### src/rtl/spi_master_ctrl.sv
// Single-byte, LSB-first SPI master: sequences SS/SCLK/MOSI and captures MISO.
// SCLK idles low; mode[0] (cpha) picks whether rises sample (0) or drive (1).
module spi_master_ctrl #(
  parameter int unsigned CLK_DIV = 4,
  parameter int unsigned DATA_W  = 8
) (
  input  logic              clk,
  input  logic              rst_n,
  input  logic              start,
  input  logic              abort,
  input  logic [DATA_W-1:0] tx_data,
  input  logic [1:0]        mode,
  output logic [DATA_W-1:0] rx_data,
  output logic              busy,
  output logic              done,
  output logic              SCLK,
  output logic              MOSI,
  output logic              SS,
  input  logic              MISO
);

  localparam int unsigned CNT_W  = 8;
  localparam int unsigned EDGE_W = 5;
  localparam logic [CNT_W-1:0]  CNT_MAX   = CNT_W'(CLK_DIV - 1);
  localparam logic [EDGE_W-1:0] EDGE_ONE  = EDGE_W'(1);
  localparam logic [EDGE_W-1:0] EDGE_LAST = EDGE_W'(2 * DATA_W);

  if (CLK_DIV < 2 || CLK_DIV > 255) begin : g_bad_clk_div
    $error("spi_master_ctrl: CLK_DIV must be in 2..255");
  end
  if (DATA_W != 8) begin : g_bad_data_w
    $error("spi_master_ctrl: DATA_W must be 8");
  end

  typedef enum logic [1:0] {
    IDLE  = 2'd0,
    SETUP = 2'd1,
    XFER  = 2'd2,
    HOLD  = 2'd3
  } state_t;

  state_t              state_q, state_d;
  logic [CNT_W-1:0]    div_cnt_q, div_cnt_d;
  logic [EDGE_W-1:0]   edge_cnt_q, edge_cnt_d;
  logic [EDGE_W-1:0]   edge_nxt_c;
  logic                sclk_q, sclk_d;
  logic                ss_q, ss_d;
  logic                mosi_q, mosi_d;
  logic                busy_q, busy_d;
  logic                done_q, done_d;
  logic                cpha_q, cpha_d;
  logic [DATA_W-1:0]   rx_data_q, rx_data_d;
  logic [DATA_W-1:0]   tx_sh_q, tx_sh_d;
  logic [DATA_W-1:0]   rx_sh_q, rx_sh_d;

  // mode[1] is reserved
  logic unused_mode;
  assign unused_mode = mode[1];

  always_ff @(posedge clk or negedge rst_n) begin
    if (!rst_n) begin
      state_q    <= IDLE;
      div_cnt_q  <= '0;
      edge_cnt_q <= '0;
      sclk_q     <= 1'b0;
      ss_q       <= 1'b1;
      mosi_q     <= 1'b0;
      busy_q     <= 1'b0;
      done_q     <= 1'b0;
      cpha_q     <= 1'b0;
      rx_data_q  <= '0;
      tx_sh_q    <= '0;
      rx_sh_q    <= '0;
    end else begin
      state_q    <= state_d;
      div_cnt_q  <= div_cnt_d;
      edge_cnt_q <= edge_cnt_d;
      sclk_q     <= sclk_d;
      ss_q       <= ss_d;
      mosi_q     <= mosi_d;
      busy_q     <= busy_d;
      done_q     <= done_d;
      cpha_q     <= cpha_d;
      rx_data_q  <= rx_data_d;
      tx_sh_q    <= tx_sh_d;
      rx_sh_q    <= rx_sh_d;
    end
  end

  always_comb begin
    state_d    = state_q;
    div_cnt_d  = div_cnt_q;
    edge_cnt_d = edge_cnt_q;
    sclk_d     = sclk_q;
    ss_d       = ss_q;
    mosi_d     = mosi_q;
    busy_d     = busy_q;
    done_d     = 1'b0;
    cpha_d     = cpha_q;
    rx_data_d  = rx_data_q;
    tx_sh_d    = tx_sh_q;
    rx_sh_d    = rx_sh_q;
    edge_nxt_c = edge_cnt_q + EDGE_ONE;

    unique case (state_q)
      IDLE: begin
        if (start && !abort) begin
          state_d    = SETUP;
          div_cnt_d  = '0;
          edge_cnt_d = '0;
          ss_d       = 1'b0;
          busy_d     = 1'b1;
          cpha_d     = mode[0];
          tx_sh_d    = tx_data;
          rx_sh_d    = '0;
          mosi_d     = mode[0] ? 1'b0 : tx_data[0];
        end
      end
      SETUP, XFER: begin
        if (div_cnt_q == CNT_MAX) begin
          div_cnt_d  = '0;
          edge_cnt_d = edge_nxt_c;
          sclk_d     = ~sclk_q;
          state_d    = XFER;
          if (!sclk_q) begin
            // rising edge
            if (!cpha_q) begin
              rx_sh_d = {MISO, rx_sh_q[DATA_W-1:1]};
            end else if (edge_nxt_c == EDGE_ONE) begin
              mosi_d = tx_sh_q[0];
            end else begin
              tx_sh_d = tx_sh_q >> 1;
              mosi_d  = tx_sh_q[1];
            end
          end else begin
            // falling edge; the last one leaves MOSI on the final bit
            if (cpha_q) begin
              rx_sh_d = {MISO, rx_sh_q[DATA_W-1:1]};
            end else if (edge_nxt_c != EDGE_LAST) begin
              tx_sh_d = tx_sh_q >> 1;
              mosi_d  = tx_sh_q[1];
            end
            if (edge_nxt_c == EDGE_LAST) begin
              state_d = HOLD;
            end
          end
        end else begin
          div_cnt_d = div_cnt_q + CNT_W'(1);
        end
      end
      HOLD: begin
        if (div_cnt_q == CNT_MAX) begin
          state_d    = IDLE;
          div_cnt_d  = '0;
          edge_cnt_d = '0;
          ss_d       = 1'b1;
          mosi_d     = 1'b0;
          busy_d     = 1'b0;
          done_d     = 1'b1;
          rx_data_d  = rx_sh_q;
        end else begin
          div_cnt_d = div_cnt_q + CNT_W'(1);
        end
      end
      default: state_d = IDLE;
    endcase

    // abort overrides everything while a transfer is in flight
    if (abort && busy_q) begin
      state_d    = IDLE;
      div_cnt_d  = '0;
      edge_cnt_d = '0;
      sclk_d     = 1'b0;
      ss_d       = 1'b1;
      mosi_d     = 1'b0;
      busy_d     = 1'b0;
      done_d     = 1'b0;
    end
  end

  assign rx_data = rx_data_q;
  assign busy    = busy_q;
  assign done    = done_q;
  assign SCLK    = sclk_q;
  assign MOSI    = mosi_q;
  assign SS      = ss_q;

endmodule

### config.mk
export PLATFORM = sky130hd
export DESIGN_NAME = spi_master_ctrl
export DESIGN_NICKNAME = d
export VERILOG_FILES = /design/src/rtl/spi_master_ctrl.sv
export SDC_FILE = /design/constraint.sdc
export NUM_CORES = 1
export LEC_CHECK = 0
export ABC_AREA = 1
export BUFFER_PORTS_ARGS = -buffer_cell sky130_fd_sc_hd__buf_2
export CORE_AREA = 2 2 71 141
export CTS_BUF_LIST = sky130_fd_sc_hd__clkbuf_8
export DETAILED_ROUTE_END_ITERATION = 16
export DIE_AREA = 0 0 73 143
export PLACE_DENSITY = 0.49
export SLEW_MARGIN = 20
export SYNTH_ARGS = -nofsm -noshare
export SYNTH_HDL_FRONTEND = slang
export SYNTH_SLANG_ARGS = --single-unit
### constraint.sdc
create_clock -name clk -period 2 [get_ports clk]
set_input_delay 0 -clock clk [delete_from_list [all_inputs] [get_ports clk]]
set_output_delay 0 -clock clk [all_outputs]
set_load 0.02 [all_outputs]
==> results.py, run 1 <==
metrics = {
    "setup_path": {
        "crit_path_end_kind": "flip-flop",
        "crit_family": "simple AND/OR/NAND/NOR gates",
        "crit_chain": "ha_1 -> inv_1 -> nand2_1 -> nand2_1 -> inv_2 -> nor2_2 -> nand2_1 -> nand3_4 -> nand2_4 -> nand2_1 -> nand2_1",
        "critical_path_buf_inv_count": 2,
        "required_ps": 2210,
        "cp_max_fo": 9,
        "cp-start-kind": "flip-flop",
        "critical_path_class": "reg -> reg",
        "rr_worst_depth": 11,
        "cp.arrival_ps": 1990,
        "cpPeakStageDelay_ps": 440,
        "cp_num_cells": 11,
        "cp_slowest_cell": "dfrtp_1",
        "crit_path_frequent_cell": "nand2_1",
    },
    "detailed_routing": {
        "wirelength_um": 5180,
        "drc": 0,
        "drt_iter0_markers": 65,
        "vias_per_cell": 4.49,
        "dr.pass1.iters": 4,
        "vias": 1916,
        "wl_per_cell_um": 12.1,
        "ant_nets": 0,
    },
    "sta": {
        "slew_violations": 0,
        "setup_viol_count_final": 0,
        "period_share_pct": 88.9,
        "hold_viol_final": 0,
        "max_slew_margin_pct": 63.4,
        "finalClockSkew_ps": 3.52,
        "finalWorstSetupSlack_ps": 222,
        "fin_crit_ps": 1780,
        "rsz0062_at_grt": "no",
        "max_freq_mhz": 562,
        "tightest_slew_ps": 549,
        "fin_setup_tns_ps": 0,
    },
    "die": {
        "core-area_mm2": 0.00932,
        "die_area_mm2": 0.0104,
        "io_pins": 28,
        "row_count": 50,
        "initial_utilization_pct": 24.7,
        "die_w_um": 73,
        "die_height_um": 143,
    },
    "cells_and_area": {
        "final_common_cell": "nand2_1",
        "syn2layout_area_growth_pct": 22.8,
        "num_antenna_cells": 0,
        "fin_nets": 343,
        "stdcell_area_mm2": 0.00283,
        "final_cells": 427,
        "fin_util_pct": 30.3,
        "most-common-layout-cells": "79 x nand2_1, 44 x dfrtp_1, 30 x inv_1",
        "final_layout_size_suffix_gt1_share_pct": 19.8,
    },
    "power_and_ir_drop": {
        "p_sw_uw": 1920,
        "seqPwrFrac_pct": 32.8,
        "p_per_area_mw_per_mm2": 1520,
        "leakagePower_uw": 0.00141,
        "internal-power_uw": 2390,
        "pwr-share-comb_pct": 50.3,
        "clkPwrFrac_pct": 16.9,
        "swShare_pct": 44.6,
        "irDropWorstVdd_mv": 0.489,
    },
    "logic_synthesis": {
        "yosysUniqueCellTypes": 30,
        "postSynthAreaPerCell_um2": 8.37,
        "ys_warn_count": 0,
        "yosysSeqAreaShare_pct": 49.0,
        "yosysTopAreaCell": "dfrtp_1",
        "synthDominantCellAreaShare_pct": 47.9,
        "yosys-top-cells-area": "dfrtp_1 48%, nand2_1 13%, inv_1 4.9%, nand3_1 4.6%, o21ai_0 4.4%",
        "synth-seq-cells": 45,
        "synthesis.area_mm2": 0.00230,
        "postSynthCellCount": 275,
        "syn_nets": 296,
    },
    "cts": {
        "cts_root_buf": "clkbuf_8",
        "clock-sinks": 45,
        "htreeDepth": 2,
        "cts_made_buffers": 5,
        "clk_latency_ps": 310,
        "cts-resized-gates": 0,
        "cts_tree": "built",
        "clkTransAtPathRegs_ps": 90,
        "cts_buffer_depth": 2,
    },
    "global_routing": {
        "grt_max_degree": 25,
        "grt_use_total_pct": 10.9,
        "grt_pass1_wl_um": 8640,
        "grt_overflow_total": 0,
        "antenna_found_initial": 0,
        "grt_pass1_vias": 1901,
    },
    "place": {
        "gp_congestion": 0.756,
        "place.port_buffers": 26,
        "dp_cells": 409,
        "place_ws_ps": 223,
        "dpl.hpwl_um": 3960,
        "post_dp_cell_area_mm2": 0.00261,
    },
    "worst_hold_path": {
        "hold_class": "in -> reg",
        "hold_depth": 4,
    },
    "status": {
        "status": "finished, final reports clean",
    },
    "job": {
        "maxCapViolations": 0,
    },
}
## cells by family after synthesis
family	count (synthesis)	synth area share, %
AO/OA/AOI/OAI	45	11.1
multiplexers	1	0.435
AND/OR/NAND/NOR	140	29.7
flip-flops	45	49.0
buffers and inverters	38	6.53
adder cells (fa/ha/maj)	6	3.26
## what timing repair did
item	in CTS	in global routing
endpoints found under the hold margin	32	0
setup buffers	0	0
hold buffers	10	0
## Yosys cell counts (all sizes together)
cell type / number
nand2: 83
dfrtp: 44
inv: 35
nand3: 25
o21ai: 24
nor2: 23
a21oi: 10
o22ai: 10
ha: 6
nand4: 4
and3: 2
clkbuf: 2
buf: 1
dfstp: 1
mux2i: 1
nand3b: 1
nor3: 1
nor3b: 1
o21a: 1
## routing by layer
metal,GRT usage [%],share of wire [%],wire [um],vias to the layer above
met2,19.7,56,2890,32
met3,1.34,2.7,139,12
met1,11.3,38,1960,887
li1,-,-,-,985
met5,0,0,0,-
met4,7.12,3.7,189,0
## final cells by class
cell class              count  area (um^2)
clock buffers               5         68.8
clock inverters             3         50.0
fillers                  1003         6490
inverters                  35          131
multi-input cells         192         1020
flip-flops and latches     45         1130
well taps                 104          130
repair buffers             43          295
## power groups by stage
| stage | sequential [uW] | clock [uW] | combinational [uW] |
|---|---|---|---|
| 2_1_floorplan | 1530 | 0 | 1450 |
| 3_3_place_gp | 1430 | 0 | 2150 |
| 3_5_place_dp | 1440 | 0 | 2180 |
| 4_1_cts | 1420 | 766 | 2210 |
| 5_1_grt | 1460 | 804 | 2440 |
| 6_report | 1410 | 729 | 2160 |
## registers in the layout, indices dropped and copies added (netlist names), 2 cells and up
register    count
state_q         2
edge_cnt_q      5
rx_data         8
div_cnt_q       8
tx_sh_q         8
rx_sh_q         8
## tightest hold or removal path, delay by kind of cell
kind                   cells  cell delay (ps)
AOI/OAI and AO/OA          1               60
and+or+nand+nor            2              130
buffers and inverters      1              120
## path summary, 6_finish.rpt
kind | from | end | slack (ps)
max | edge_cnt_q[0] | tx_sh_q[5] | 220
max reg2reg | edge_cnt_q[0] | tx_sh_q[5] | 220
min reg2reg | rx_data[2] | rx_data[2] | 480
min | abort | cpha_q | 40
max in group asynchronous | rst_n | SS | 1210
min in group asynchronous | rst_n | rx_data[5] | 200
## per-stage QoR
step	hold WS [ps]	power (uW)
5_1_grt	45.0	4710
3_5_place_dp	29.1	3620
2_1_floorplan	-296	2980
6_report	37.1	4300
4_1_cts	25.3	4390
3_3_place_gp	18.5	3580
Power figures use the tool's default switching activity.
==> run 2, diff against run 1 <==
--- a/config.mk
+++ b/config.mk
@@ -7,10 +7,10 @@
 export LEC_CHECK = 0
 export ABC_AREA = 1
 export BUFFER_PORTS_ARGS = -buffer_cell sky130_fd_sc_hd__buf_2
-export CORE_AREA = 2 2 71 141
+export CORE_AREA = 4 4 73 143
 export CTS_BUF_LIST = sky130_fd_sc_hd__clkbuf_8
 export DETAILED_ROUTE_END_ITERATION = 16
-export DIE_AREA = 0 0 73 143
+export DIE_AREA = 0 0 77 147
 export PLACE_DENSITY = 0.49
 export SLEW_MARGIN = 20
 export SYNTH_ARGS = -nofsm -noshare
==> constraint.sdc (replaced) <==
create_clock -name clk -period 2 [get_ports clk]
set_input_delay 0.1 -clock clk [delete_from_list [all_inputs] [get_ports clk]]
set_output_delay 0.1 -clock clk [all_outputs]
set_load 0.02 [all_outputs]
==> run 2 against run 1 <==
  * Highest routed layer unchanged
  * Routed wire length fell by 1.3%
  * Count of clock-buffer cells in the layout did not move
  * Die area rose by 8.4%
  * Critical path type unchanged
  * Flip-flop and latch count did not move
  * Hold slack improved by 3.7 ps
  * Critical endpoint is now tx_sh_q[6]
  * Largest power group unchanged
  * Non-clock buffer count fell by 6
==> results.py, run 2 (same netlist as run 1, synthesis figures left out) <==
metrics = {
    "cells_and_area": {
        "syn2layout_area_growth_pct": 20.1,
        "num_antenna_cells": 0,
        "most-common-layout-cells": "79 x nand2_1, 44 x dfrtp_1, 30 x inv_1",
        "final_layout_size_suffix_gt1_share_pct": 21.1,
        "stdcell_area_mm2": 0.00276,
        "final_common_cell": "nand2_1",
        "fin_util_pct": 29.7,
        "fin_nets": 337,
    },
    "power_and_ir_drop": {
        "swShare_pct": 44.2,
        "seqPwrFrac_pct": 32.6,
        "finalPower_uw": 4340,
        "leakagePower_uw": 0.00138,
        "clkPwrFrac_pct": 16.8,
        "p_per_area_mw_per_mm2": 1570,
        "internal-power_uw": 2420,
        "irDropWorstVdd_mv": 0.404,
        "pwr-share-comb_pct": 50.5,
        "p_sw_uw": 1920,
    },
    "die": {
        "row_count": 50,
        "io_pins": 28,
        "die_w_um": 77,
        "die_area_mm2": 0.0113,
        "die_height_um": 147,
        "core-area_mm2": 0.00932,
        "initial_utilization_pct": 24.7,
    },
    "setup_path": {
        "cp-start-kind": "flip-flop",
        "required_ps": 2200,
        "crit_chain": "ha_1 -> inv_1 -> nand2_1 -> nand2_1 -> inv_2 -> nor2_2 -> nand2_1 -> nand3_4 -> nand2_4 -> nand2_1 -> nand2_1",
        "crit_family": "simple AND/OR/NAND/NOR gates",
        "crit_path_frequent_cell": "nand2_1",
        "cp_max_fo": 9,
        "cpPeakStageDelay_ps": 440,
        "critical_path_class": "reg -> reg",
        "cp.arrival_ps": 1980,
        "crit_path_end_kind": "flip-flop",
        "critical_path_buf_inv_count": 2,
        "cp_slowest_cell": "dfrtp_1",
    },
    "global_routing": {
        "grt_pass1_wl_um": 8860,
        "grt_max_degree": 46,
        "grt_use_total_pct": 9.69,
        "grt_overflow_total": 0,
        "antenna_found_initial": 0,
        "grt_pass1_vias": 1959,
    },
    "cts": {
        "clk_latency_ps": 310,
        "cts_root_buf": "clkbuf_8",
        "cts_made_buffers": 5,
        "clock-sinks": 45,
        "htreeDepth": 2,
        "cts_tree": "built",
        "clkTransAtPathRegs_ps": 90,
        "cts_buffer_depth": 2,
    },
    "detailed_routing": {
        "wirelength_um": 5110,
        "dr.pass1.iters": 4,
        "drc": 0,
        "wl_per_cell_um": 12.1,
        "vias_per_cell": 4.44,
        "drt_iter0_markers": 67,
        "ant_nets": 0,
        "vias": 1870,
    },
    "sta": {
        "rsz0062_at_grt": "no",
        "slew_violations": 0,
        "finalClockSkew_ps": 8.12,
        "max_slew_margin_pct": 79.8,
        "max_freq_mhz": 564,
        "tightest_slew_ps": 302,
        "period_share_pct": 88.7,
        "fin_setup_tns_ps": 0,
        "fin_crit_ps": 1770,
        "setup_viol_count_final": 0,
        "hold_viol_final": 0,
    },
    "place": {
        "place.port_buffers": 26,
        "dpl.hpwl_um": 3920,
        "gp_congestion": 0.789,
        "post_dp_cell_area_mm2": 0.00261,
    },
    "worst_hold_path": {
        "hold_class": "in -> reg",
    },
    "job": {
        "maxCapViolations": 0,
    },
    "status": {
        "status": "finished, final reports clean",
    },
}
run 2: layout make-up:
class	count	area [um^2]
multi-input cells	192	1030
fillers	990	6560
flip-flops and latches	45	1130
repair buffers	37	230
well taps	104	130
clock buffers	5	68.8
inverters	35	131
clock inverters	3	50.0
run 2: power groups by stage:
stage | clock (uW) | combinational [uW] | sequential, uW
after CTS | 768 | 2190 | 1420
after global placement | 0 | 2160 | 1430
after detailed placement | 0 | 2180 | 1440
after floorplan | 0 | 1450 | 1530
after global routing | 787 | 2510 | 1460
final | 731 | 2200 | 1420
run 2: worst min-delay path, delay by kind of cell:
kind            cells  cell delay [ps]
simple gates        1               70
buf+inv             1               80
compound gates      1               70
run 2: per-stage QoR:
step / setup slack (ps) / hold WS [ps] / std cells
2_1_floorplan: 419 / -196 / 275
3_3_place_gp: 258 / 99.0 / 409
3_5_place_dp: 226 / 105 / 409
4_1_cts: 191 / 30.2 / 419
5_1_grt: 5.65 / 37.5 / 421
6_report: 226 / 40.8 / 421
run 2: what timing repair did:
action | CTS | global route
hold endpoints to repair | 45 | 0
gates resized for setup | 0 | 1
hold buffers | 2 | 0
endpoints found under the setup margin | 0 | 2
setup buffers | 0 | 2
run 2: layer usage:
metal,vias to the layer above,part of all wire [%],GRT usage [%]
li1,973,-,-
met5,-,0,0
met1,858,40,10.2
met3,11,2.3,1.35
met4,0,3.1,5.35
met2,28,55,18.1
run 2: final timing paths:
kind,slack (ps),cells after the start,endpoint,from
hold reg to reg,480,2,SS,SS
max in group asynchronous,1430,3,SS,rst_n
setup / recovery,230,11,tx_sh_q[6],edge_cnt_q[0]
min in group asynchronous,290,3,div_cnt_q[4],rst_n
setup reg to reg,230,11,tx_sh_q[6],edge_cnt_q[0]
hold / removal,40,3,rx_sh_q[7],MISO
==> run 3, diff against run 2 <==
--- a/config.mk
+++ b/config.mk
@@ -5,13 +5,15 @@
 export SDC_FILE = /design/constraint.sdc
 export NUM_CORES = 1
 export LEC_CHECK = 0
-export ABC_AREA = 1
+export ABC_AREA = 0
 export BUFFER_PORTS_ARGS = -buffer_cell sky130_fd_sc_hd__buf_2
-export CORE_AREA = 4 4 73 143
+export CELL_PAD_IN_SITES_DETAIL_PLACEMENT = 0
+export CELL_PAD_IN_SITES_GLOBAL_PLACEMENT = 2
+export CORE_AREA = 4 4 72 141
 export CTS_BUF_LIST = sky130_fd_sc_hd__clkbuf_8
 export DETAILED_ROUTE_END_ITERATION = 16
-export DIE_AREA = 0 0 77 147
-export PLACE_DENSITY = 0.49
+export DIE_AREA = 0 0 76 145
+export PLACE_DENSITY = 0.64
 export SLEW_MARGIN = 20
 export SYNTH_ARGS = -nofsm -noshare
 export SYNTH_HDL_FRONTEND = slang
==> run 3 against run 2 <==
  * Non-clock buffer count up 28
  * Worst setup slack worse by 220 ps
  * Hold slack got worse by 32 ps
==> results.py, run 3 <==
metrics = {
    "global_routing": {
        "grt_max_degree": 25,
        "busiest_layer": "met2",
        "grt_overflow_total": 0,
        "grt_pass1_wl_um": 9590,
        "grt_use_total_pct": 10.7,
        "antenna_found_initial": 0,
        "globalRouteMet3Util_pct": 1.30,
        "met1_usage_pct": 10.8,
        "grt_util_met2_pct": 20.4,
        "grt_pass1_vias": 1954,
    },
    "worst_hold_path": {
        "hold_class": "in -> reg",
        "hold_depth": 2,
        "hp-start": "MISO",
    },
    "cells_and_area": {
        "num_antenna_cells": 0,
        "final_common_cell": "dfrtp_1",
        "final_cells": 376,
        "fin_util_pct": 32.5,
        "fin_nets": 294,
        "final_layout_size_suffix_gt1_share_pct": 39.8,
        "most-common-layout-cells": "44 x dfrtp_1, 36 x buf_4, 26 x nand2_1, 26 x buf_2, 20 x nor2_1",
        "syn2layout_area_growth_pct": 32.3,
    },
    "detailed_routing": {
        "dr.pass1.iters": 4,
        "wirelength_um": 5510,
        "drt_iter0_markers": 53,
        "drc": 0,
        "wl_per_cell_um": 14.7,
        "vias_per_cell": 4.63,
        "vias": 1741,
        "ant_nets": 0,
    },
    "sta": {
        "finalClockSkew_ps": 8.92,
        "period_share_pct": 99.7,
        "setup_viol_count_final": 0,
        "hold_viol_final": 0,
        "fin_crit_ps": 1990,
        "max_slew_margin_pct": 63.0,
        "slew_violations": 0,
        "max_freq_mhz": 501,
        "tightest_slew_ps": 555,
        "rsz0062_at_grt": "yes",
    },
    "cts": {
        "clkTransAtPathRegs_ps": 100,
        "cts_tree": "built",
        "cts_buffer_depth": 2,
        "htreeDepth": 2,
        "cts_made_buffers": 5,
        "clock-sinks": 45,
        "clk_latency_ps": 310,
        "cts_root_buf": "clkbuf_8",
    },
    "logic_synthesis": {
        "synth_compound_area_share_pct": 11.2,
        "yosysTopAreaCell": "dfrtp_1",
        "yosys.area_share.adder_pct": 3.39,
        "synth-seq-cells": 45,
        "syn_nets": 230,
        "synth_top_family_by_area": "simple AND/OR/NAND/NOR gates",
        "synth.top_cells.by_count": "44 x dfrtp_1, 26 x nand2_1, 22 x mux2_2",
        "postSynthCellCount": 209,
        "yosysMostFrequentCell": "dfrtp_1",
        "postSynthAreaPerCell_um2": 10.6,
        "yosysUniqueCellTypes": 38,
        "synth_edf_count": 0,
        "synthMuxAreaShare_pct": 12.6,
        "synthArstFlopShare_pct": 100,
        "synthDominantCellAreaShare_pct": 49.7,
        "synthesis.area_mm2": 0.00222,
        "yosys-top-cells-area": "dfrtp_1 50%, mux2_2 11%, nand2_1 4.4%, ha_1 3.4%, nor2_1 3.4%",
        "synthFlopType": "dfrtp_1",
        "yosysSeqAreaShare_pct": 50.8,
        "ys_warn_count": 0,
        "synth_xor_xnor_area_share_pct": 3.56,
        "synth-simple-area-share_pct": 15.5,
    },
    "setup_path": {
        "rr_startpoint": "div_cnt_q[6]",
        "rr_worst_depth": 6,
        "cp.arrival_ps": 2190,
        "cp_max_fo": 7,
        "timing.rr.end": "tx_sh_q[2]",
        "required_ps": 2190,
        "crit_path_end_kind": "flip-flop",
        "crit_end": "tx_sh_q[2]",
        "critical_path_class": "reg -> reg",
        "rrSetupSlack_ps": 5,
        "cp-start-kind": "flip-flop",
        "crit_path_start": "div_cnt_q[6]",
    },
    "die": {
        "io_pins": 28,
        "die_area_mm2": 0.0110,
        "die_height_um": 145,
        "die_w_um": 76,
        "row_count": 49,
        "core-area_mm2": 0.00901,
        "initial_utilization_pct": 24.6,
    },
    "job": {
        "maxCapViolations": 0,
    },
    "power_and_ir_drop": {
        "p_per_area_mw_per_mm2": 1210,
        "leakagePower_uw": 0.00147,
        "irDropWorstVdd_mv": 0.550,
    },
    "place": {
        "dpl.hpwl_um": 4310,
        "dp_cells": 362,
        "gp_congestion": 0.742,
        "place.port_buffers": 26,
    },
    "status": {
        "status": "finished, final reports clean",
    },
}
-- run 3: layer usage --
layer	part of all wire, %	wire [um]
met1	38	2070
met2	57	3170
met3	1.7	94
met4	3.2	176
met5	0	0
-- run 3: how the worst min path moves through the flow --
stage,to,slack (ps)
3_5_place_dp,tx_sh_q[4],130
2_1_floorplan,MOSI,-200
5_1_grt,rx_sh_q[7],9
3_3_place_gp,tx_sh_q[0],130
6_report,rx_sh_q[7],9
4_1_cts,rx_sh_q[7],5
-- run 3: cell type report --
cell class              instances  area (um^2)
inverters                       8         30.0
repair buffers                 65          432
fillers                       909         6080
well taps                     102          128
flip-flops and latches         45         1130
multi-input cells             148         1100
clock inverters                 3         46.3
clock buffers                   5         68.8
-- run 3: where the power goes --
part / internal (uW) / switching (uW)
Sequential: 1090 / 115
Combinational: 797 / 826
Clock: 374 / 335
Total: 2260 / 1280
-- run 3: per-stage QoR --
step | power (uW) | area [um^2] | hold WS (ps) | worst slack, ps | TNS (ps)
after floorplan | 2100 | 2230 | -196 | 21.0 | 0
after global placement | 2720 | 2700 | 127 | -36.4 | -236
after detailed placement | 2740 | 2700 | 130 | -49.0 | -319
after CTS | 3570 | 2900 | 5.18 | -16.2 | -95.0
after global routing | 3810 | 2930 | 8.58 | -77.8 | -488
final | 3540 | 2930 | 9.16 | 5.00 | 0
-- run 3: cell families after synthesis --
kind of cell	after synthesis
AO/OA/AOI/OAI	35
XOR/XNOR	9
multiplexers	25
AND/OR/NAND/NOR	73
buffers and inverters	16
adder cells (fa/ha/maj)	6
flip-flops	45
-- run 3: worst max-delay path: stages, from the launching register on --
cell and delay (ps):
dfrtp_1 400, nor4_2 270, and3_4 250, nand2_2 60, a221o_1 400, o21ai_4 170, mux2_4 330
-- run 3: timing repair --
action / CTS / global route
setup buffers: 3 / 1
endpoints found under the hold margin: 22 / 0
hold buffers: 2 / 0
endpoints found under the setup margin: 7 / 9
resized for setup: 12 / 6
pin swaps: 3 / 7
